--- config.mk ---
export PLATFORM = sky130hd
export DESIGN_NAME = dmt_preamble_gen
export DESIGN_NICKNAME = d
export VERILOG_FILES = /design/src/rtl/dmt_preamble_pkg.sv /design/src/rtl/dmt_preamble_rom.sv /design/src/rtl/dmt_preamble_gen.sv
export SDC_FILE = /design/constraint.sdc
export NUM_CORES = 1
export LEC_CHECK = 0
export ABC_CLOCK_PERIOD_IN_PS = 4100
export BUFFER_PORTS_ARGS = -buffer_cell sky130_fd_sc_hd__buf_2
export CAP_MARGIN = 20
export CELL_PAD_IN_SITES_DETAIL_PLACEMENT = 1
export CELL_PAD_IN_SITES_GLOBAL_PLACEMENT = 2
export CORE_ASPECT_RATIO = 1.4
export CORE_MARGIN = 2
export CORE_UTILIZATION = 39
export CTS_BUF_LIST = sky130_fd_sc_hd__clkbuf_4
export DETAILED_ROUTE_END_ITERATION = 8
export PLACE_DENSITY_LB_ADDON = 0.3
export SKIP_LAST_GASP = 1
export SLEW_MARGIN = 15
export SYNTH_ARGS = -nofsm -noshare
export SYNTH_HDL_FRONTEND = slang
export SYNTH_SLANG_ARGS = --single-unit
--- constraint.sdc ---
create_clock -name SYS_CLK -period 4.1 [get_ports SYS_CLK]
set_clock_uncertainty 0.2 [all_clocks]
set_input_delay 0.205 -clock SYS_CLK [delete_from_list [all_inputs] [get_ports SYS_CLK]]
set_output_delay 0.205 -clock SYS_CLK [all_outputs]
set_load 0.02 [all_outputs]
--- src/rtl/dmt_preamble_pkg.sv ---
// Shared definitions for the DMT training preamble generator: FSM state
// encoding, ROM table select, default geometry and the ROM table contents.
package dmt_preamble_pkg;

    // Default preamble geometry
    localparam int DEF_DATA_W     = 16;
    localparam int DEF_STS_LEN    = 16;
    localparam int DEF_LTS_LEN    = 128;
    localparam int DEF_LTS_CP_LEN = 32;
    localparam int DEF_LTS_REPS   = 2;

    // Native width of the stored table words
    localparam int ROM_W = 16;

    // Names of the memory images holding the same tables that sts_word and
    // lts_word below generate; kept here so the exported images and the
    // synthesizable tables are named in one place.
    localparam string STS_ROM_FILE = "dmt_sts_rom.hex";
    localparam string LTS_ROM_FILE = "dmt_lts_rom.hex";

    typedef enum logic [2:0] {
        ST_IDLE     = 3'd0,
        ST_STS      = 3'd1,
        ST_LTS_CP   = 3'd2,
        ST_LTS_BODY = 3'd3,
        ST_DONE     = 3'd4
    } state_e;

    typedef enum logic {
        ROM_STS = 1'b0,
        ROM_LTS = 1'b1
    } rom_sel_e;

    // Index width for a counter covering 0..n-1, never narrower than one bit
    function automatic int idx_width(input int n);
        return (n > 1) ? $clog2(n) : 1;
    endfunction

    // STS table word: fixed upper byte, ramp of 17 per index in the low byte
    function automatic logic [ROM_W-1:0] sts_word(input logic [31:0] idx);
        logic [7:0] ramp;
        ramp = 8'(idx * 32'd17);
        return {8'h5A, ramp};
    endfunction

    // LTS table word: fixed upper nibble, index times 37 modulo 4096 below it
    function automatic logic [ROM_W-1:0] lts_word(input logic [31:0] idx);
        logic [11:0] ramp;
        ramp = 12'(idx * 32'd37);
        return {4'hC, ramp};
    endfunction

endpackage

--- src/rtl/dmt_preamble_rom.sv ---
// Dual-table synchronous ROM: one registered read per cycle from either the
// STS table or the LTS table, selected by sel.
module dmt_preamble_rom
    import dmt_preamble_pkg::*;
#(
    parameter int DATA_W = DEF_DATA_W,
    parameter int ADDR_W = 7
) (
    input  logic                     SYS_CLK,
    input  logic                     SYS_RST_N,
    input  rom_sel_e                 sel,
    input  logic [ADDR_W-1:0]        addr,
    output logic signed [DATA_W-1:0] rd_data
);

    logic [ROM_W-1:0] word;

    // Table lookup for the addressed word
    always_comb begin
        word = '0;
        if (sel == ROM_LTS) begin
            word = lts_word(32'(addr));
        end else begin
            word = sts_word(32'(addr));
        end
    end

    // Registered read port
    always_ff @(posedge SYS_CLK or negedge SYS_RST_N) begin
        if (!SYS_RST_N) begin
            rd_data <= '0;
        end else begin
            rd_data <= DATA_W'(signed'(word));
        end
    end

endmodule

--- src/rtl/dmt_preamble_gen.sv ---
// DMT training preamble generator. SHORT_ACK and LONG_ACK are level enables
// from the MCU: SHORT_ACK opens the STS window, LONG_ACK opens the LTS window
// and wins whenever both are high. A sample is emitted for every FSM cycle
// spent inside an open window; it reaches SAMPLE_OUT one cycle later through
// the registered ROM read, qualified by SAMPLE_VALID.
module dmt_preamble_gen
    import dmt_preamble_pkg::*;
#(
    parameter int DATA_W     = DEF_DATA_W,
    parameter int STS_LEN    = DEF_STS_LEN,
    parameter int LTS_LEN    = DEF_LTS_LEN,
    parameter int LTS_CP_LEN = DEF_LTS_CP_LEN,
    parameter int LTS_REPS   = DEF_LTS_REPS
) (
    input  logic                     SYS_CLK,
    input  logic                     SYS_RST_N,
    input  logic                     PHY_RST,
    input  logic                     SHORT_ACK,
    input  logic                     LONG_ACK,
    output logic signed [DATA_W-1:0] SAMPLE_OUT,
    output logic                     SAMPLE_VALID,
    output logic                     PREAMBLE_DONE,
    output logic                     PREAMBLE_ERR,
    output state_e                   dbg_state
);

    localparam int STS_AW = idx_width(STS_LEN);
    localparam int CP_AW  = idx_width(LTS_CP_LEN);
    localparam int LTS_AW = idx_width(LTS_LEN);
    localparam int REP_W  = idx_width(LTS_REPS);
    localparam int ROM_AW = (LTS_AW > STS_AW) ? LTS_AW : STS_AW;

    localparam logic [STS_AW-1:0] STS_LAST = STS_AW'(STS_LEN - 1);
    localparam logic [CP_AW-1:0]  CP_LAST  = CP_AW'(LTS_CP_LEN - 1);
    localparam logic [LTS_AW-1:0] LTS_LAST = LTS_AW'(LTS_LEN - 1);
    localparam logic [REP_W-1:0]  REP_LAST = REP_W'(LTS_REPS - 1);
    // The cyclic prefix replays the tail of the LTS body
    localparam logic [ROM_AW-1:0] CP_BASE  = ROM_AW'(LTS_LEN - LTS_CP_LEN);

    state_e              state_q, state_d;
    logic [STS_AW-1:0]   sts_idx_q, sts_idx_d;
    logic [CP_AW-1:0]    cp_idx_q, cp_idx_d;
    logic [LTS_AW-1:0]   lts_idx_q, lts_idx_d;
    logic [REP_W-1:0]    rep_q, rep_d;
    logic                armed_q, armed_d;

    logic                emit;
    logic                set_err;
    rom_sel_e            rom_sel;
    logic [ROM_AW-1:0]   rom_addr;
    logic signed [DATA_W-1:0] rom_data;

    logic                valid_q;
    logic                done_q;
    logic                err_q;

    // State register, index counters and the retrigger guard
    always_ff @(posedge SYS_CLK or negedge SYS_RST_N) begin
        if (!SYS_RST_N) begin
            state_q   <= ST_IDLE;
            sts_idx_q <= '0;
            cp_idx_q  <= '0;
            lts_idx_q <= '0;
            rep_q     <= '0;
            armed_q   <= 1'b1;
        end else begin
            state_q   <= state_d;
            sts_idx_q <= sts_idx_d;
            cp_idx_q  <= cp_idx_d;
            lts_idx_q <= lts_idx_d;
            rep_q     <= rep_d;
            armed_q   <= armed_d;
        end
    end

    // Next state, index updates and the ROM address for this cycle's sample
    always_comb begin
        state_d   = state_q;
        sts_idx_d = sts_idx_q;
        cp_idx_d  = cp_idx_q;
        lts_idx_d = lts_idx_q;
        rep_d     = rep_q;
        armed_d   = armed_q;
        emit      = 1'b0;
        set_err   = 1'b0;
        rom_sel   = ROM_STS;
        rom_addr  = '0;

        // Both ACKs low re-arms; leaving IDLE below disarms
        if (!SHORT_ACK && !LONG_ACK) begin
            armed_d = 1'b1;
        end

        case (state_q)
            ST_IDLE: begin
                sts_idx_d = '0;
                cp_idx_d  = '0;
                lts_idx_d = '0;
                rep_d     = '0;
                if (armed_q) begin
                    if (LONG_ACK) begin
                        state_d = ST_LTS_CP;
                        armed_d = 1'b0;
                    end else if (SHORT_ACK) begin
                        state_d = ST_STS;
                        armed_d = 1'b0;
                    end
                end
            end

            ST_STS: begin
                rom_sel  = ROM_STS;
                rom_addr = ROM_AW'(sts_idx_q);
                if (LONG_ACK) begin
                    // STS period is cut short wherever it happens to be
                    emit      = 1'b1;
                    state_d   = ST_LTS_CP;
                    sts_idx_d = '0;
                    cp_idx_d  = '0;
                end else if (SHORT_ACK) begin
                    emit      = 1'b1;
                    sts_idx_d = (sts_idx_q == STS_LAST) ? '0 : sts_idx_q + STS_AW'(1);
                end else begin
                    state_d   = ST_IDLE;
                    sts_idx_d = '0;
                end
            end

            ST_LTS_CP: begin
                rom_sel  = ROM_LTS;
                rom_addr = CP_BASE + ROM_AW'(cp_idx_q);
                if (!LONG_ACK) begin
                    set_err  = 1'b1;
                    state_d  = ST_IDLE;
                    cp_idx_d = '0;
                end else begin
                    emit = 1'b1;
                    if (cp_idx_q == CP_LAST) begin
                        state_d   = ST_LTS_BODY;
                        cp_idx_d  = '0;
                        lts_idx_d = '0;
                        rep_d     = '0;
                    end else begin
                        cp_idx_d = cp_idx_q + CP_AW'(1);
                    end
                end
            end

            ST_LTS_BODY: begin
                rom_sel  = ROM_LTS;
                rom_addr = ROM_AW'(lts_idx_q);
                if (!LONG_ACK) begin
                    set_err   = 1'b1;
                    state_d   = ST_IDLE;
                    lts_idx_d = '0;
                    rep_d     = '0;
                end else begin
                    emit = 1'b1;
                    if (lts_idx_q == LTS_LAST) begin
                        lts_idx_d = '0;
                        if (rep_q == REP_LAST) begin
                            state_d = ST_DONE;
                            rep_d   = '0;
                        end else begin
                            rep_d = rep_q + REP_W'(1);
                        end
                    end else begin
                        lts_idx_d = lts_idx_q + LTS_AW'(1);
                    end
                end
            end

            ST_DONE: begin
                state_d = ST_IDLE;
            end

            default: begin
                state_d = ST_IDLE;
            end
        endcase

        // MCU clear behaves exactly like a reset of the FSM and counters
        if (PHY_RST) begin
            state_d   = ST_IDLE;
            sts_idx_d = '0;
            cp_idx_d  = '0;
            lts_idx_d = '0;
            rep_d     = '0;
            armed_d   = 1'b1;
        end
    end

    dmt_preamble_rom #(
        .DATA_W (DATA_W),
        .ADDR_W (ROM_AW)
    ) u_rom (
        .SYS_CLK   (SYS_CLK),
        .SYS_RST_N (SYS_RST_N),
        .sel       (rom_sel),
        .addr      (rom_addr),
        .rd_data   (rom_data)
    );

    // Output flags, aligned with the ROM read stage
    always_ff @(posedge SYS_CLK or negedge SYS_RST_N) begin
        if (!SYS_RST_N) begin
            valid_q <= 1'b0;
            done_q  <= 1'b0;
            err_q   <= 1'b0;
        end else begin
            valid_q <= emit && !PHY_RST;
            done_q  <= (state_q == ST_DONE) && !PHY_RST;
            err_q   <= !PHY_RST && (err_q || set_err);
        end
    end

    // Sample is forced to zero whenever it is not a preamble sample
    assign SAMPLE_OUT    = valid_q ? rom_data : '0;
    assign SAMPLE_VALID  = valid_q;
    assign PREAMBLE_DONE = done_q;
    assign PREAMBLE_ERR  = err_q;
    assign dbg_state     = state_q;

endmodule

==> summary.md <==
| Metric | Value |
|---|---|
| Synth Warn # | 0 |
| Syn nets | 308 |
| Pwr Total | 0.749 mW |
| Type of origin of the critical path | flip-flop |
| Ys async rst share | 100% |
| Final wirelength | 6410 um |
| DR WL/cell | 16.2 um |
| CTS H-Tree Depth | 2 |
| Root Driver | clkbuf_4 |
| NetSw | 0.229 mW |
| Share of post-route cells with drive strength above 1 | 17.4% |
| Max VDD drop | 0.110 mV |
| CP max stage cell | dfrtp_1 |
| Pre-antenna DRT Iters | 4 |
| Core box area | 6610 um2 |
| ANT cells | 0 |
| Clock slew at the register clock pins of the worst setup and hold paths | 0.13 ns |
| Rows | 35 |
| Pwr per Cell Area | 249 nW/um2 |
| NumNets Final | 341 |
| Status | complete, no violations |
| Vias | 2108 |
| Internal power | 0.520 mW |
| Share of power burned in registers | 54.6% |
| Largest net degree at the start of global routing | 40 |
| Port Buffers | 25 |
| Hold path cells | 1 |
| Hold Startpoint | rep_q |
| Top-area cell type share of the netlist area | 35.5% |
| TritonCTS clock tree | done |
| HP Class | flip-flop to flip-flop |
| GPL Wtd Cong | 0.820 |
| Sequential area share after synthesis | 36.5% |
| Post-synth EDFFs | 0 |
| Initial Util | 40.5% |
| Clk pwr share | 27.4% |
| Area Overhead vs Synth | 12.2% |
| # DRC | 0 |
| Crit path required time | 4.14 ns |
| Top cell type by total area after synthesis | dfrtp_1 |
| Cell chain of the critical path | mux2_2, a32o_1, ha_1, ha_1, ha_1, ha_1, a211oi_1, o21bai_1, mux2i_1, a311oi_1 |
| CP Buf/Inv Count | 0 |
| Die Area | 7560 um2 |
| Crit Path Class | flip-flop to flip-flop |
| Hold endpoint | rep_q |
| Fin crit share | 89.3% |
| Synth Register Bits | 39 |
| Most frequent cell after synthesis | dfrtp_1 |
| Worst-margin pin slew | 0.902 ns |
| Max-cap violation count | 0 |
| Initial antenna violation count | 0 |
| Total CTS buffers | 5 |
| Die Height | 102 um |
| Min Tclk post-route | 3.66 ns |
| Worst r2r src | dbg_state[1] |
| Util after Layout | 45.5% |
| Worst flop-to-flop path endpoint | u_rom.rd_data[9] |
| Switching Share | 30.6% |
| Clock Latency Late Sink | 0.35 ns |
| Clock Path Buffers | 2 |
| Routed vias/inst | 5.32 |
| Comb pwr share | 18.1% |
| Reg2Reg Setup Slack | 0.44 ns |
| Vias in the first global route | 2233 |
| Most used DFF post-synth | dfrtp_1 |
| Hold Violations, Final | 0 |
| GRT Residual Overflow | 0 |
| Largest cells by area after synthesis | dfrtp_1 (35%), ha_1 (14%), and2_1 (4.4%) |
| Setup crit end kind | flip-flop |
| # setup viols final | 0 |
| DIE WIDTH | 74.0 um |
| Reg2Reg Depth | 10 |
| Final hold slack | 0.280 ns |
| CTS sink count | 39 |
| CP arrival | 3.70 ns |
| Leak Pwr | 1.57 nW |
| GR Util All Layers | 18.8% |
| Worst path top cell family by delay | adder cells |
| Distinct cell type count after synthesis | 53 |
| Fin Setup TNS | 0 ns |
| Slew margin rel. | 39.9% |
| Fin. max-slew vios | 0 |
| Most instantiated cells after synthesis | dfrtp_1 (38), ha_1 (29), and2_1 (19) |
| Netlist Area Pre-Place | 2680 um2 |
| Num ports | 27 |
| Most used cell, CP | ha_1 |
| Antenna-violating nets left | 0 |
| Initial drt markers | 37 |
| CP max FO | 8 |
| First-pass GRT wire length | 10900 um |
| Fmax | 273 MHz |
| Detailed placement HPWL | 5010 um |
| Cells after Synth | 270 |
| RSZ-0062 raised after global routing | no |
| Crit-path max cell delay | 0.50 ns |
| Post-synthesis average cell area | 9.92 um2 |
## area by class of cell
class	instances	area (um2)
fill	764	3610
multi-input combinational	207	1580
clock buffer	6	45.0
inverter	12	45.0
clock inverter	2	8.76
tap	92	115
sequential	39	977
timing repair buffer	38	235
## per-layer routing
metal | part of all wire [%] | up-vias | track usage, %
li1 | - | 1027 | -
met1 | 41 | 1050 | 20.9
met2 | 56 | 24 | 36.0
met3 | 1.7 | 7 | 2.66
met4 | 1.2 | 0 | 5.31
met5 | 0 | - | 0
## metrics by stage
step | setup slack, ns | std cells | cell area, um2
2_1_floorplan | 0.543 | 270 | 2680
3_3_place_gp | 0.589 | 383 | 2900
3_5_place_dp | 0.491 | 383 | 2900
6_report | 0.440 | 396 | 3010
4_1_cts | 0.440 | 396 | 3010
5_1_grt | 0.186 | 396 | 3010
## cells in the final DEF, fill, tap and decap left out, types with 5 or more instances in the layout
master / count
a21oi_1: 10
a22o_1: 5
and2_1: 19
and3_1: 7
buf_2: 25
buf_4: 8
clkbuf_4: 6
dfrtp_1: 38
dlygate4sd3_1: 5
ha_1: 29
inv_1: 11
mux2_2: 5
mux2i_1: 9
nand2_1: 17
nand2b_1: 6
nand3_1: 8
nor2_1: 16
o21ai_0: 10
## flip-flops by register name, indices dropped and copies added, names as in the netlist
name           cells
rep_q              1
PREAMBLE_DONE      1
dbg_state          3
PREAMBLE_ERR       1
sts_idx_q          4
cp_idx_q           5
armed_q            1
SAMPLE_VALID       1
lts_idx_q          7
u_rom.rd_data     15
## timing repair
action,in CTS,in global routing
hold endpoints to repair,42,0
setup buffers,0,0
hold buffers,5,0
resized for setup,0,0
## power by group through the flow
stage                     sequential [mW]  clock, mW  combinational (mW)
final                               0.409      0.205               0.135
after global routing                0.412      0.229               0.153
after CTS                           0.410      0.218               0.137
after detailed placement            0.417          0               0.132
after global placement              0.417          0               0.131
after floorplan                     0.415          0              0.0912
## cells by family (layout without fill, tap and decap cells)
group           count (synthesis)  in the layout  synth area share [%]
simple gates                   96             96                  20.1
compound gates                 56             56                  14.6
flops                          39             39                  36.5
fa+ha+maj                      33             33                  16.5
buf+inv                        24             58                  4.53
mux                            15             15                  5.89
xor+xnor                        5              5                  1.63
other cells                     2              2                 0.280
## worst max path at each step
stage / start / endpoint / slack, ns / depth (start not counted)
after floorplan: dbg_state[2] / u_rom.rd_data[9] / 0.54 / 12
after global placement: dbg_state[1] / u_rom.rd_data[9] / 0.59 / 10
after detailed placement: dbg_state[1] / u_rom.rd_data[9] / 0.49 / 13
after CTS: dbg_state[1] / u_rom.rd_data[9] / 0.44 / 10
after global routing: dbg_state[1] / u_rom.rd_data[9] / 0.19 / 13
final: dbg_state[1] / u_rom.rd_data[9] / 0.44 / 10
No activity file was read; power rests on OpenSTA's default activity.
